<file path="src/rtl/muldiv_seq_if.sv">
// EX-stage <-> multiply/divide sequencer bundle: request, stall/done status, HI/LO.
interface muldiv_seq_if #(
    parameter int WIDTH = 32
);
    logic             start;
    logic [5:0]       funct;
    logic [WIDTH-1:0] src_a;
    logic [WIDTH-1:0] src_b;
    logic             stall;
    logic             done;
    logic [WIDTH-1:0] hi;
    logic [WIDTH-1:0] lo;

    // EX stage / pipeline control side
    modport master (
        output start, funct, src_a, src_b,
        input  stall, done, hi, lo
    );

    // sequencer side
    modport slave (
        input  start, funct, src_a, src_b,
        output stall, done, hi, lo
    );
endinterface

</file>
<file path="src/rtl/muldiv_seq.sv">
// Iterative MULTU/DIVU sequencer: one shift/add-subtract step per cycle, HI/LO result
// registers, pipeline stall while an operation is accepted or running.
module muldiv_seq #(
    parameter int WIDTH = 32
) (
    input  logic        clk,
    input  logic        rst,
    muldiv_seq_if.slave bus
);

    localparam int CW = $clog2(WIDTH) + 1;
    localparam logic [CW-1:0] LAST_STEP = CW'(WIDTH - 1);
    localparam logic [5:0]    FN_MULTU  = 6'd25;
    localparam logic [5:0]    FN_DIVU   = 6'd27;

    typedef enum logic [1:0] {
        S_IDLE,
        S_MUL,
        S_DIV,
        S_DONE
    } state_t;

    state_t           state_q;
    logic [CW-1:0]    cnt_q;
    logic [WIDTH-1:0] acc_q;
    logic [WIDTH-1:0] mcand_q;
    logic [WIDTH-1:0] mplr_q;
    logic [WIDTH-1:0] rem_q;
    logic [WIDTH-1:0] quo_q;
    logic [WIDTH-1:0] dvsr_q;
    logic [WIDTH-1:0] hi_q;
    logic [WIDTH-1:0] lo_q;
    logic             done_q;

    logic [WIDTH:0]   mul_sum;
    logic [WIDTH-1:0] acc_d;
    logic [WIDTH-1:0] mplr_d;
    logic [WIDTH:0]   div_t;
    logic [WIDTH-1:0] rem_d;
    logic [WIDTH-1:0] quo_d;

    logic is_mul;
    logic is_div;

    assign is_mul = bus.funct == FN_MULTU;
    assign is_div = bus.funct == FN_DIVU;

    // One multiply step and one restoring-divide step, computed from the current registers
    always_comb begin
        mul_sum = {1'b0, acc_q} + (mplr_q[0] ? {1'b0, mcand_q} : '0);
        // carry of the add becomes acc's top bit, low bit of the sum shifts into mplr
        acc_d   = mul_sum[WIDTH:1];
        mplr_d  = {mul_sum[0], mplr_q[WIDTH-1:1]};

        div_t = {rem_q, quo_q[WIDTH-1]} - {1'b0, dvsr_q};
        if (!div_t[WIDTH]) begin
            rem_d = div_t[WIDTH-1:0];
            quo_d = {quo_q[WIDTH-2:0], 1'b1};
        end else begin
            rem_d = {rem_q[WIDTH-2:0], quo_q[WIDTH-1]};
            quo_d = {quo_q[WIDTH-2:0], 1'b0};
        end
    end

    // Sequencer FSM; HI/LO and done are loaded on the edge entering DONE so the
    // new result and the done pulse are both visible during the DONE cycle
    always_ff @(posedge clk or posedge rst) begin
        if (rst) begin
            state_q <= S_IDLE;
            cnt_q   <= '0;
            acc_q   <= '0;
            mcand_q <= '0;
            mplr_q  <= '0;
            rem_q   <= '0;
            quo_q   <= '0;
            dvsr_q  <= '0;
            hi_q    <= '0;
            lo_q    <= '0;
            done_q  <= 1'b0;
        end else begin
            done_q <= 1'b0;
            case (state_q)
                S_IDLE: begin
                    if (bus.start && is_mul) begin
                        acc_q   <= '0;
                        mcand_q <= bus.src_a;
                        mplr_q  <= bus.src_b;
                        cnt_q   <= '0;
                        state_q <= S_MUL;
                    end else if (bus.start && is_div) begin
                        if (bus.src_b != '0) begin
                            rem_q   <= '0;
                            quo_q   <= bus.src_a;
                            dvsr_q  <= bus.src_b;
                            cnt_q   <= '0;
                            state_q <= S_DIV;
                        end else begin
                            hi_q    <= bus.src_a;
                            lo_q    <= '1;
                            done_q  <= 1'b1;
                            state_q <= S_DONE;
                        end
                    end
                end
                S_MUL: begin
                    acc_q  <= acc_d;
                    mplr_q <= mplr_d;
                    cnt_q  <= cnt_q + 1'b1;
                    if (cnt_q == LAST_STEP) begin
                        hi_q    <= acc_d;
                        lo_q    <= mplr_d;
                        done_q  <= 1'b1;
                        state_q <= S_DONE;
                    end
                end
                S_DIV: begin
                    rem_q <= rem_d;
                    quo_q <= quo_d;
                    cnt_q <= cnt_q + 1'b1;
                    if (cnt_q == LAST_STEP) begin
                        hi_q    <= rem_d;
                        lo_q    <= quo_d;
                        done_q  <= 1'b1;
                        state_q <= S_DONE;
                    end
                end
                S_DONE: begin
                    state_q <= S_IDLE;
                end
                default: begin
                    state_q <= S_IDLE;
                end
            endcase
        end
    end

    assign bus.stall = (state_q == S_MUL) || (state_q == S_DIV) ||
                       ((state_q == S_IDLE) && bus.start && (is_mul || is_div));
    assign bus.done  = done_q;
    assign bus.hi    = hi_q;
    assign bus.lo    = lo_q;

endmodule

</file>
<file path="src/flat_wrapper.sv">
// flat-port wrapper written by rule: the top's interface ports become plain ports
module muldiv_seq_flat 
#(
    parameter int WIDTH = 32
)
  (clk, rst, bus_start, bus_funct, bus_src_a, bus_src_b, bus_stall, bus_done, bus_hi, bus_lo);
  muldiv_seq_if #(.WIDTH(WIDTH)) bus_i ();
  input  logic clk;
  input  logic rst;
  input wire logic [$bits(bus_i.start)-1:0] bus_start;
  input wire logic [$bits(bus_i.funct)-1:0] bus_funct;
  input wire logic [$bits(bus_i.src_a)-1:0] bus_src_a;
  input wire logic [$bits(bus_i.src_b)-1:0] bus_src_b;
  output wire logic [$bits(bus_i.stall)-1:0] bus_stall;
  output wire logic [$bits(bus_i.done)-1:0] bus_done;
  output wire logic [$bits(bus_i.hi)-1:0] bus_hi;
  output wire logic [$bits(bus_i.lo)-1:0] bus_lo;
  assign bus_i.start = bus_start;
  assign bus_i.funct = bus_funct;
  assign bus_i.src_a = bus_src_a;
  assign bus_i.src_b = bus_src_b;
  assign bus_stall = bus_i.stall;
  assign bus_done = bus_i.done;
  assign bus_hi = bus_i.hi;
  assign bus_lo = bus_i.lo;
  muldiv_seq #(.WIDTH(WIDTH)) u_core (.clk(clk), .rst(rst), .bus(bus_i));
endmodule
</file>
<file path="config.mk">
export PLATFORM = sky130hd
export DESIGN_NAME = muldiv_seq_flat
export DESIGN_NICKNAME = d
export VERILOG_FILES = /design/src/rtl/muldiv_seq_if.sv /design/src/rtl/muldiv_seq.sv /design/src/flat_wrapper.sv
export SDC_FILE = /design/constraint.sdc
export NUM_CORES = 1
export LEC_CHECK = 0
export BUFFER_PORTS_ARGS = -buffer_cell sky130_fd_sc_hd__buf_4
export CORE_UTILIZATION = 45
export CTS_CLUSTER_DIAMETER = 80
export DETAILED_ROUTE_END_ITERATION = 16
export MAX_ROUTING_LAYER = met4
export PLACE_DENSITY = 0.7
export SYNTH_ARGS = -nofsm -noshare
export SYNTH_HDL_FRONTEND = slang
export SYNTH_SLANG_ARGS = --single-unit
export TNS_END_PERCENT = 50
</file>
<file path="constraint.sdc">
create_clock -name clk -period 17.5 [get_ports clk]
set_clock_uncertainty 0.15 [all_clocks]
set_input_delay 2.625 -clock clk [delete_from_list [all_inputs] [get_ports clk]]
set_output_delay 2.625 -clock clk [all_outputs]
set_load 0.05 [all_outputs]
</file>
==> results.sh, run 1 <==
export IMPL_status="completed"
export IMPL_fp_dieH_um=187
export IMPL_slew_viol_final=0
export IMPL_drv_cap=0
export IMPL_die_x_um=187
export IMPL_drc=0
export IMPL_max_freq_mhz=148
export IMPL_rsz0062_at_grt="false"
export IMPL_clock_latency_ns=0.56
export IMPL_htreeDepth=1
export IMPL_place_port_buffers=138
export IMPL_cp_end_kind="output port"
export IMPL_nets=1905
export IMPL_cts_root_buffer="clkbuf_16"
export IMPL_irDropWorstVdd_mv=0.176
export IMPL_synth_distinct_cells=67
export IMPL_initial_utilization=0.459
export IMPL_track_usage=0.261
export IMPL_syn_avg_cell_area_um2=9.20
export IMPL_routed_top_layer="met4"
export IMPL_most_common_layout_cells="265 x dfrtp_1, 250 x nand2_1, 182 x o21ai_0"
export IMPL_cts_hold_buf=0
export IMPL_stdcell_area_um2=17900
export IMPL_die_area_um2=35100
export IMPL_gp_congestion=0.928
export IMPL_overflow=0
export IMPL_synthCells=1680
export IMPL_switching_share=0.489
export IMPL_crit_arrival_ns=3.99
export IMPL_setup_tns_ns=0
export IMPL_hp_class="register to register"
export IMPL_finalCritPeriodShare=0.386
export IMPL_viasPerCell=5.81
export IMPL_coreArea_um2=33700
export IMPL_async_flop_share=1.00
export IMPL_grt_pass1_vias=12600
export IMPL_ys_seq_elements=265
export IMPL_fillers=3116
export IMPL_internal_power_mw=2.07
export IMPL_p_clk_frac=0.162
export IMPL_drive_above_1_share=0.161
export IMPL_pin_count=139
export IMPL_stdcell_count=2232
export IMPL_grt_max_degree=125
export IMPL_row_count=67
export IMPL_placed_cell_area_um2=16800
export IMPL_pwr_share_seq=0.252
export IMPL_antenna_found_initial=0
export IMPL_wl_per_cell_um=19.8
export IMPL_setup_ws_ns=10.74
export IMPL_cts_sinks=265
export IMPL_ant_nets=0
export IMPL_final_common_cell="dfrtp_1"
export IMPL_yosysWarnings=0
export IMPL_fin_crit_ns=6.76
export IMPL_synth_yosys_seq_area_share=0.429
export IMPL_cts_buffer_depth=3
export IMPL_syn_area_um2=15500
export IMPL_cts_clk_slew_worst_paths_ns=0.05
export IMPL_p_per_area_nw_per_um2=227
export IMPL_path_class="input pin to output port"
export IMPL_p_leak_nw=7.97
export IMPL_place_worst_setup_slack_ns=10.78
export IMPL_max_slew_margin=0.216
export IMPL_cts_resized=0
export IMPL_first_pass_iters=5
export IMPL_num_antenna_cells=0
export IMPL_met3_length_mm=2.35
export IMPL_power_mw=4.05
export IMPL_cts_setup_buffers=0
export IMPL_finalHoldViolCount=0
export IMPL_p_sw_mw=1.98
export IMPL_worstMarginPinSlew_ns=1.18
export IMPL_cp_max_fo=5
export IMPL_synthDominantCellAreaShare=0.429
export IMPL_areaGrowthSynthToFinish_pct=15.6
export IMPL_cts_buffers=30
export IMPL_cts_tree="built"
export IMPL_grt_pass1_wl_mm=71.1
export IMPL_synth_top_flop_cell="dfrtp_1"
export IMPL_synthTopCellsByArea="dfrtp_1 43%, nand2_1 6.1%, o21ai_0 5.9%"
export IMPL_yosys_area_top_type="dfrtp_1"
export IMPL_cp_required_ns=14.73
export IMPL_synth_edf_count=0
export IMPL_syn_nets=1824
export IMPL_vias=13000
export IMPL_cp_start_kind="input pin"
export IMPL_wl_met2_mm=21.0
export IMPL_met1_length_mm=19.8
export IMPL_drt_iter0_drc=984
export IMPL_dp_cells=2177
export IMPL_dp_hpwl_mm=31.8
export IMPL_routed_wl_mm=44.2
export IMPL_setup_violations=0
export IMPL_combPwrFrac=0.586
-- cell families after synthesis --
family          Yosys count  synth area share
fa+ha+maj                71            0.0584
xor+xnor                 55            0.0321
simple gates            486             0.141
flops                   265             0.429
mux                     157             0.109
compound gates          488             0.191
buf+inv                 158            0.0393
-- critical path, cell delays in order --
cell      delay [ns]
buf_4           0.10
nand4b_1        0.17
nor3b_1         0.56
nand2_1         0.21
nand2_1         0.12
buf_4           0.20
-- final timing paths --
kind                                  startpoint                 to  slack (ns)  cells after the start
min in group asynchronous                    rst   u_core.bus.lo[5]        2.06                      2
max in group asynchronous                    rst   u_core.rem_q[24]       13.59                      3
worst max-delay path                bus_funct[5]          bus_stall       10.74                      6
worst max register to register  u_core.mplr_q[0]  u_core.bus.hi[28]       12.61                     12
worst min-delay path            u_core.acc_q[25]   u_core.acc_q[25]        0.33                      2
worst min register to register  u_core.acc_q[25]   u_core.acc_q[25]        0.33                      2
-- through the flow --
step	hold slack [ns]	utilization
6_report	0.332	0.530
5_1_grt	0.364	0.530
3_3_place_gp	0.318	0.499
3_5_place_dp	0.325	0.499
4_1_cts	0.338	0.530
2_1_floorplan	0.304	-
-- synthesized netlist by cell type, types with 3 or more instances --
cell type / instances
a21oi_1: 78
inv_1: 58
ha_1: 69
xnor2_1: 37
nand2b_1: 8
or3_1: 36
and2_1: 34
clkbuf_1: 89
a21o_1: 17
o22ai_1: 4
nor3_1: 10
a221oi_1: 3
nor2_1: 88
xor2_1: 16
o31a_1: 4
o211ai_1: 13
nor3b_1: 3
a211oi_1: 12
and3_1: 5
o21bai_1: 10
a41oi_1: 9
o21ai_0: 182
nor4_1: 15
a22oi_1: 32
nand4_1: 8
mux2_2: 68
o31ai_1: 3
mux2_1: 20
o21a_1: 5
a31oi_1: 63
nand2_1: 250
dfrtp_1: 265
and4_1: 3
a211o_1: 3
buf_1: 7
o21ai_1: 26
nand3_1: 16
nor2b_1: 6
mux2i_1: 68
-- area by class of cell --
type,instances,area [µm²],share of cell area
multi-input cells,1257,8300,0.464
flip-flops and latches,265,6630,0.371
repair buffers,149,1120,0.0626
clock buffers,40,850,0.0475
well taps,448,561,0.0314
inverters,58,225,0.0126
clock inverters,15,189,0.0106
-- routing by layer --
| metal | track usage | vias up |
|---|---|---|
| met3 | 0.0328 | 62 |
| met1 | 0.347 | 6336 |
| met4 | 0.0574 | 0 |
| met2 | 0.427 | 385 |
| met5 | - | - |
| li1 | - | 6194 |
-- power groups by stage --
| stage | Clock, mW | Sequential [mW] | Combinational [mW] |
|---|---|---|---|
| 6_report | 0.656 | 1.02 | 2.38 |
| 3_5_place_dp | 0 | 1.02 | 2.36 |
| 5_1_grt | 0.690 | 1.04 | 2.62 |
| 4_1_cts | 0.666 | 1.02 | 2.37 |
| 2_1_floorplan | 0 | 1.19 | 1.55 |
| 3_3_place_gp | 0 | 1.02 | 2.32 |
-- flip-flops by register name (all words and copies together) (netlist names) --
| name | cells |
|---|---|
| u_core.mcand_q | 32 |
| u_core.dvsr_q | 32 |
| u_core.bus.lo | 32 |
| u_core.rem_q | 32 |
| u_core.mplr_q | 32 |
| u_core.state_q | 2 |
| u_core.quo_q | 32 |
| u_core.bus.hi | 32 |
| u_core.cnt_q | 6 |
| u_core.bus.done | 1 |
| u_core.acc_q | 32 |
No activity file was read; power rests on OpenSTA's default activity.
==> run 2, diff against run 1 <==
Settings changed: ABC_AREA from default to 1, PLACE_DENSITY 0.7 to 0.72.
Clock period 17.5 ns to 5.58 ns, I/O delays scaled along.
==> run 2 against run 1 <==
Effect of this change:
- combinational power rose by 96%
- hold slack got worse by 0.058 ns
- cell area rose by 7.2%
- area after synthesis rose by 8.7%
- die area rose by 8.7%
- power rose by 140%
- sequential share of layout area fell by 2.5 points
- synthesized cell count rose by 49%
- register-to-register slack got worse by 11 ns
==> results.sh, run 2 <==
export IMPL_synth_yosys_seq_area_share=0.394
export IMPL_status="completed"
export IMPL_overflow=0
export IMPL_dp_cells=3032
export IMPL_placed_cell_area_um2=18100
export IMPL_first_pass_iters=5
export IMPL_stdcell_area_um2=19200
export IMPL_worstMarginPinSlew_ns=1.20
export IMPL_crit_top_cell="nand2_1"
export IMPL_rsz0062_at_grt="false"
export IMPL_cpPeakStageDelay_ns=1.14
export IMPL_htreeDepth=1
export IMPL_row_count=70
export IMPL_yosysWarnings=0
export IMPL_drc=0
export IMPL_track_usage=0.292
export IMPL_syn_nets=2654
export IMPL_synthDominantCellAreaShare=0.394
export IMPL_wl_per_cell_um=17.4
export IMPL_num_antenna_cells=0
export IMPL_hp_class="input pin to async pin"
export IMPL_cp_end_kind="register"
export IMPL_cts_root_buffer="clkbuf_16"
export IMPL_drv_cap=0
export IMPL_path_class="register to register"
export IMPL_initial_utilization=0.458
export IMPL_cp_max_fo=33
export IMPL_p_per_area_nw_per_um2=503
export IMPL_p_leak_nw=10.5
export IMPL_synth_top_flop_cell="dfrtp_1"
export IMPL_drive_above_1_share=0.0923
export IMPL_cp_start_kind="register"
export IMPL_worstRegToRegCells=16
export IMPL_final_common_cell="nand2_1"
export IMPL_routed_wl_mm=53.7
export IMPL_most_common_layout_cells="916 x nand2_1, 352 x inv_1, 265 x dfrtp_1"
export IMPL_r2r_end="u_core.bus.hi[13]"
export IMPL_cts_clk_slew_worst_paths_ns=0.07
export IMPL_cts_setup_buffers=0
export IMPL_coreArea_um2=36700
export IMPL_rrSetupSlack_ns=1.86
export IMPL_fin_crit_ns=3.72
export IMPL_reg2reg_from="u_core.mplr_q[0]"
export IMPL_areaGrowthSynthToFinish_pct=14.0
export IMPL_cts_tree="built"
export IMPL_slew_viol_final=0
export IMPL_yosysMostFrequentCell="nand2_1"
export IMPL_async_flop_share=1.00
export IMPL_cts_hold_buf=0
export IMPL_crit_arrival_ns=4.08
export IMPL_viasPerCell=5.27
export IMPL_dp_hpwl_mm=40.4
export IMPL_max_freq_mhz=269
export IMPL_die_area_um2=38100
export IMPL_max_slew_margin=0.202
export IMPL_ys_seq_elements=265
export IMPL_ant_nets=0
export IMPL_setup_tns_ns=0
export IMPL_nets=2741
export IMPL_cts_buffer_depth=3
export IMPL_cp_top_family="flip-flops"
export IMPL_cts_buffers=31
export IMPL_synthTopCellsByArea="dfrtp_1 39%, nand2_1 20%, inv_1 7.9%"
export IMPL_stdcell_count=3089
export IMPL_clock_latency_ns=0.58
export IMPL_grt_pass1_wl_mm=85.3
export IMPL_whs_ns=0.274
export IMPL_finalHoldViolCount=0
export IMPL_fp_dieH_um=195
export IMPL_syn_avg_cell_area_um2=6.70
export IMPL_cts_sinks=265
export IMPL_antenna_found_initial=0
export IMPL_setup_violations=0
export IMPL_cp_required_ns=5.94
export IMPL_path_cells="nand2_1, inv_1, ha_1, inv_1, fa_1, o21ai_1, nand2_1, nand2_1, nand2_1, nand2_1, o21ai_0, a21oi_1, nor2_1, nand2_1, nand2_1, nand2_1"
export IMPL_synth_edf_count=0
export IMPL_drt_iter0_drc=1303
export IMPL_grt_pass1_vias=15500
export IMPL_synth_top_cells_by_count="918 x nand2_1, 353 x inv_1, 265 x dfrtp_1, 209 x nor2_1, 164 x a21oi_1"
export IMPL_synth_distinct_cells=44
export IMPL_vias=16300
export IMPL_die_x_um=195
export IMPL_finalCritPeriodShare=0.666
export IMPL_yosys_area_top_type="dfrtp_1"
export IMPL_cts_resized=0
export IMPL_grt_max_degree=131
export IMPL_synthCells=2510
export IMPL_irDropWorstVdd_mv=0.702
export IMPL_syn_area_um2=16800
export IMPL_pin_count=139
export IMPL_slowest_stage="dfrtp_1"
export IMPL_gp_congestion=0.982
export IMPL_cp_num_buf_inv=2
export IMPL_place_port_buffers=138
## run 2: cell types whose count changed in the layout (fill, tap and decap cells not counted), sizes merged, moves of 31 or more
cell,delta
nand3,+72
and2,-33
xnor2,-37
a21oi,+87
mux2i,-68
a22oi,-31
inv,+300
nor2,+123
nand2,+683
or3,-36
mux2,-88
## run 2: kinds of logic (layout without fill, tap and decap cells)
kind of cell,after synthesis,in the layout,share of synthesized area
buffers and inverters,455,566,0.106
DFF,265,265,0.394
and+or+nand+nor,1272,1272,0.300
muxes,1,1,0.000670
AOI/OAI and AO/OA,430,430,0.138
adders and majority gates,71,71,0.0537
xor gates and xnor gates,16,16,0.00834
## run 2: worst max path at each step
stage / start / end / slack (ns) / cells past startpoint
after floorplan: rst / u_core.acc_q[0] / 1.10 / 1
after global placement: bus_src_b[4] / u_core.dvsr_q[0] / 2.04 / 7
after detailed placement: u_core.mplr_q[0] / u_core.bus.hi[21] / 2.00 / 19
after CTS: u_core.mplr_q[0] / u_core.bus.hi[21] / 1.95 / 19
after global routing: u_core.mplr_q[0] / u_core.bus.hi[29] / 1.56 / 19
final: u_core.mplr_q[0] / u_core.bus.hi[13] / 1.86 / 16
## run 2: worst register-to-register path, cell delays in order (launching register included)
cell,delay (ns)
dfrtp_1,1.14
nand2_1,0.10
inv_1,0.11
ha_1,0.20
inv_1,0.08
fa_1,0.41
o21ai_1,0.34
nand2_1,0.09
nand2_1,0.11
nand2_1,0.07
nand2_1,0.15
o21ai_0,0.09
a21oi_1,0.23
nor2_1,0.07
nand2_1,0.12
nand2_1,0.12
nand2_1,0.07
## run 2: per-stage QoR
step | util | power [mW] | setup slack, ns
6_report | 0.522 | 9.65 | 1.86
5_1_grt | 0.522 | 10.2 | 1.56
4_1_cts | 0.522 | 9.63 | 1.95
3_5_place_dp | 0.494 | 7.55 | 2.00
3_3_place_gp | 0.494 | 7.45 | 2.04
2_1_floorplan | - | 6.18 | 1.10
## run 2: layout make-up
| cell class | instances | area (µm²) |
|---|---|---|
| Multi-Input combinational cell | 1790 | 8440 |
| Sequential cell | 265 | 6630 |
| Clock buffer | 45 | 868 |
| Fill cell | 3597 | 17500 |
| Inverter | 358 | 1350 |
| Timing Repair Buffer | 151 | 1150 |
| Clock inverter | 12 | 150 |
| Tap cell | 468 | 586 |
## run 2: layer usage
metal | part of all wire | up-vias | GRT usage
li1 | - | 8036 | -
met1 | 0.44 | 7596 | 0.400
met2 | 0.45 | 557 | 0.456
met3 | 0.069 | 92 | 0.0323
met4 | 0.031 | 0 | 0.0901
met5 | 0 | - | -
## run 2: where the power goes
group	total, mW	switching (mW)	internal (mW)
clock	2.06	0.846	1.22
sequential	2.92	0.421	2.50
combinational	4.67	3.36	1.31
total	9.65	4.63	5.02
==> run 3, diff against run 2 <==
Clock period 5.58 ns to 3.02 ns, I/O delays scaled along.
==> run 3 against run 2 <==
Effect of this change:
- fmax increased by 29%
- die area did not move
- hold slack lost 0.26 ns
- flip-flop and latch count did not move
- global-route usage grew 0.41 points
- register-to-register slack worse by 1.7 ns
- sequential share of layout area decreased by 1.3 points
- routed wire length is 1.2% higher
- clock power up 89%
- non-clock buffer count grew 53
- via count grew 2.3%
- power rose by 89%
- critical path type unchanged
==> results.sh, run 3 (synthesis gave the netlist of run 2 again) <==
export IMPL_cts_buffer_depth=3
export IMPL_routed_wl_mm=54.3
export IMPL_htreeDepth=1
export IMPL_slowest_stage="dfrtp_1"
export IMPL_drt_iter0_drc=1477
export IMPL_cts_tree="built"
export IMPL_internal_power_mw=9.57
export IMPL_switching_share=0.476
export IMPL_cp_start_kind="register"
export IMPL_track_usage=0.296
export IMPL_finalHoldViolCount=0
export IMPL_row_count=70
export IMPL_p_per_area_nw_per_um2=915
export IMPL_rsz0062_at_grt="true"
export IMPL_cp_max_fo=11
export IMPL_dp_hpwl_mm=40.8
export IMPL_setup_violations=0
export IMPL_grt_pass1_wl_mm=86.8
export IMPL_path_cells="inv_1, ha_1, inv_1, fa_2, nand2_1, nand2_1, nand3_2, nand2_2, nand2_1, nand2_2, nand2_4, nand3_2, nand2_4, buf_12, nand2_2, o21ai_2, nand2_1, nand2_1, nand2_1"
export IMPL_wl_per_cell_um=17.3
export IMPL_initial_utilization=0.458
export IMPL_finalCritPeriodShare=0.951
export IMPL_dp_cells=3057
export IMPL_overflow=0
export IMPL_drc=0
export IMPL_place_port_buffers=138
export IMPL_gp_congestion=1.02
export IMPL_drv_cap=0
export IMPL_cp_end_kind="register"
export IMPL_crit_arrival_ns=3.18
export IMPL_place_worst_setup_slack_ns=-0.0874
export IMPL_antenna_found_initial=0
export IMPL_stdcell_count=3141
export IMPL_status="completed"
export IMPL_p_sw_mw=8.68
export IMPL_pwr_share_seq=0.294
export IMPL_ant_nets=0
export IMPL_path_class="register to register"
export IMPL_worstMarginPinSlew_ns=0.960
export IMPL_grt_max_degree=72
export IMPL_crit_top_cell="nand2_1"
export IMPL_setup_ws_ns=0.149
export IMPL_drive_above_1_share=0.115
export IMPL_cp_required_ns=3.33
export IMPL_pin_count=139
export IMPL_cts_clk_slew_worst_paths_ns=0.06
export IMPL_nets=2793
export IMPL_cts_buffers=30
export IMPL_areaGrowthSynthToFinish_pct=18.6
export IMPL_grt_pass1_vias=15900
export IMPL_slew_viol_final=0
export IMPL_viasPerCell=5.30
export IMPL_p_leak_nw=10.9
export IMPL_fillers=3527
export IMPL_combPwrFrac=0.492
export IMPL_fp_dieH_um=195
export IMPL_max_slew_margin=0.359
export IMPL_die_area_um2=38100
export IMPL_max_freq_mhz=348
export IMPL_irDropWorstVdd_mv=0.939
export IMPL_cp_num_buf_inv=3
export IMPL_p_clk_frac=0.214
export IMPL_vias=16700
export IMPL_die_x_um=195
export IMPL_cts_root_buffer="clkbuf_16"
export IMPL_final_common_cell="nand2_1"
export IMPL_clock_latency_ns=0.60
export IMPL_coreArea_um2=36700
export IMPL_fin_crit_ns=2.87
export IMPL_cpPeakStageDelay_ns=0.36
export IMPL_hp_class="input pin to register"
export IMPL_fin_util=0.543
export IMPL_most_common_layout_cells="913 x nand2_1, 352 x inv_1, 264 x dfrtp_1"
export IMPL_cts_sinks=265
export IMPL_first_pass_iters=5
export IMPL_cp_top_family="simple AND/OR/NAND/NOR gates"
export IMPL_num_antenna_cells=0
[run 3: what timing repair did]
action | CTS | global route
setup buffers | 0 | 10
pin swaps | 0 | 3
hold endpoints to repair | 47 | 0
hold buffers | 18 | 0
endpoints found under the setup margin | 4 | 68
resized for setup | 2 | 35
[run 3: area by class of cell]
cell class	instances	area (µm²)	share of cell area
Clock buffer	35	820	0.0411
Inverter	358	1350	0.0676
Multi-Input combinational cell	1790	8580	0.430
Tap cell	468	586	0.0294
Timing Repair Buffer	204	1730	0.0868
Sequential cell	265	6630	0.333
Clock inverter	21	243	0.0122
[run 3: worst paths after layout]
check	cells past startpoint	from	to	slack, ns
worst min register to register	2	u_core.quo_q[3]	u_core.quo_q[3]	0.33
worst max register to register	19	u_core.quo_q[31]	u_core.bus.hi[26]	0.15
max in group asynchronous	4	rst	u_core.quo_q[29]	1.47
worst min-delay path	3	bus_src_b[19]	u_core.dvsr_q[19]	0.01
worst max-delay path	19	u_core.quo_q[31]	u_core.bus.hi[26]	0.15
min in group asynchronous	3	rst	u_core.bus.lo[7]	0.46
[run 3: metrics by stage]
step | hold WS (ns) | area (µm²) | power (mW) | TNS [ns]
final | 0.0108 | 19900 | 18.2 | 0
after global routing | 0.0200 | 19900 | 19.4 | -0.162
after CTS | 0.00383 | 19700 | 18.2 | 0
after detailed placement | 0.315 | 18400 | 14.2 | -0.136
after global placement | 0.311 | 18400 | 14.1 | -0.0545
after floorplan | 0.296 | 16800 | 11.4 | -286.33
[run 3: power groups by stage]
stage / clock network [mW] / registers, mW / logic, mW
6_report: 3.90 / 5.36 / 8.98
5_1_grt: 4.09 / 5.46 / 9.87
4_1_cts: 3.96 / 5.34 / 8.89
3_5_place_dp: 0 / 5.38 / 8.81
3_3_place_gp: 0 / 5.37 / 8.70
2_1_floorplan: 0 / 6.46 / 4.95
[run 3: routing by layer]
metal  GRT usage  vias to the layer above  wire (µm)
li1            -                     8153          -
met1       0.392                     7826      23900
met2       0.475                      584      25000
met3      0.0337                       87       3660
met4      0.0980                        0       1810
met5           -                        -          0
[run 3: tightest hold or removal path, cell delays in order]
cell     delay [ns]
buf_4          0.10
nor2_1         0.04
a21oi_1        0.10
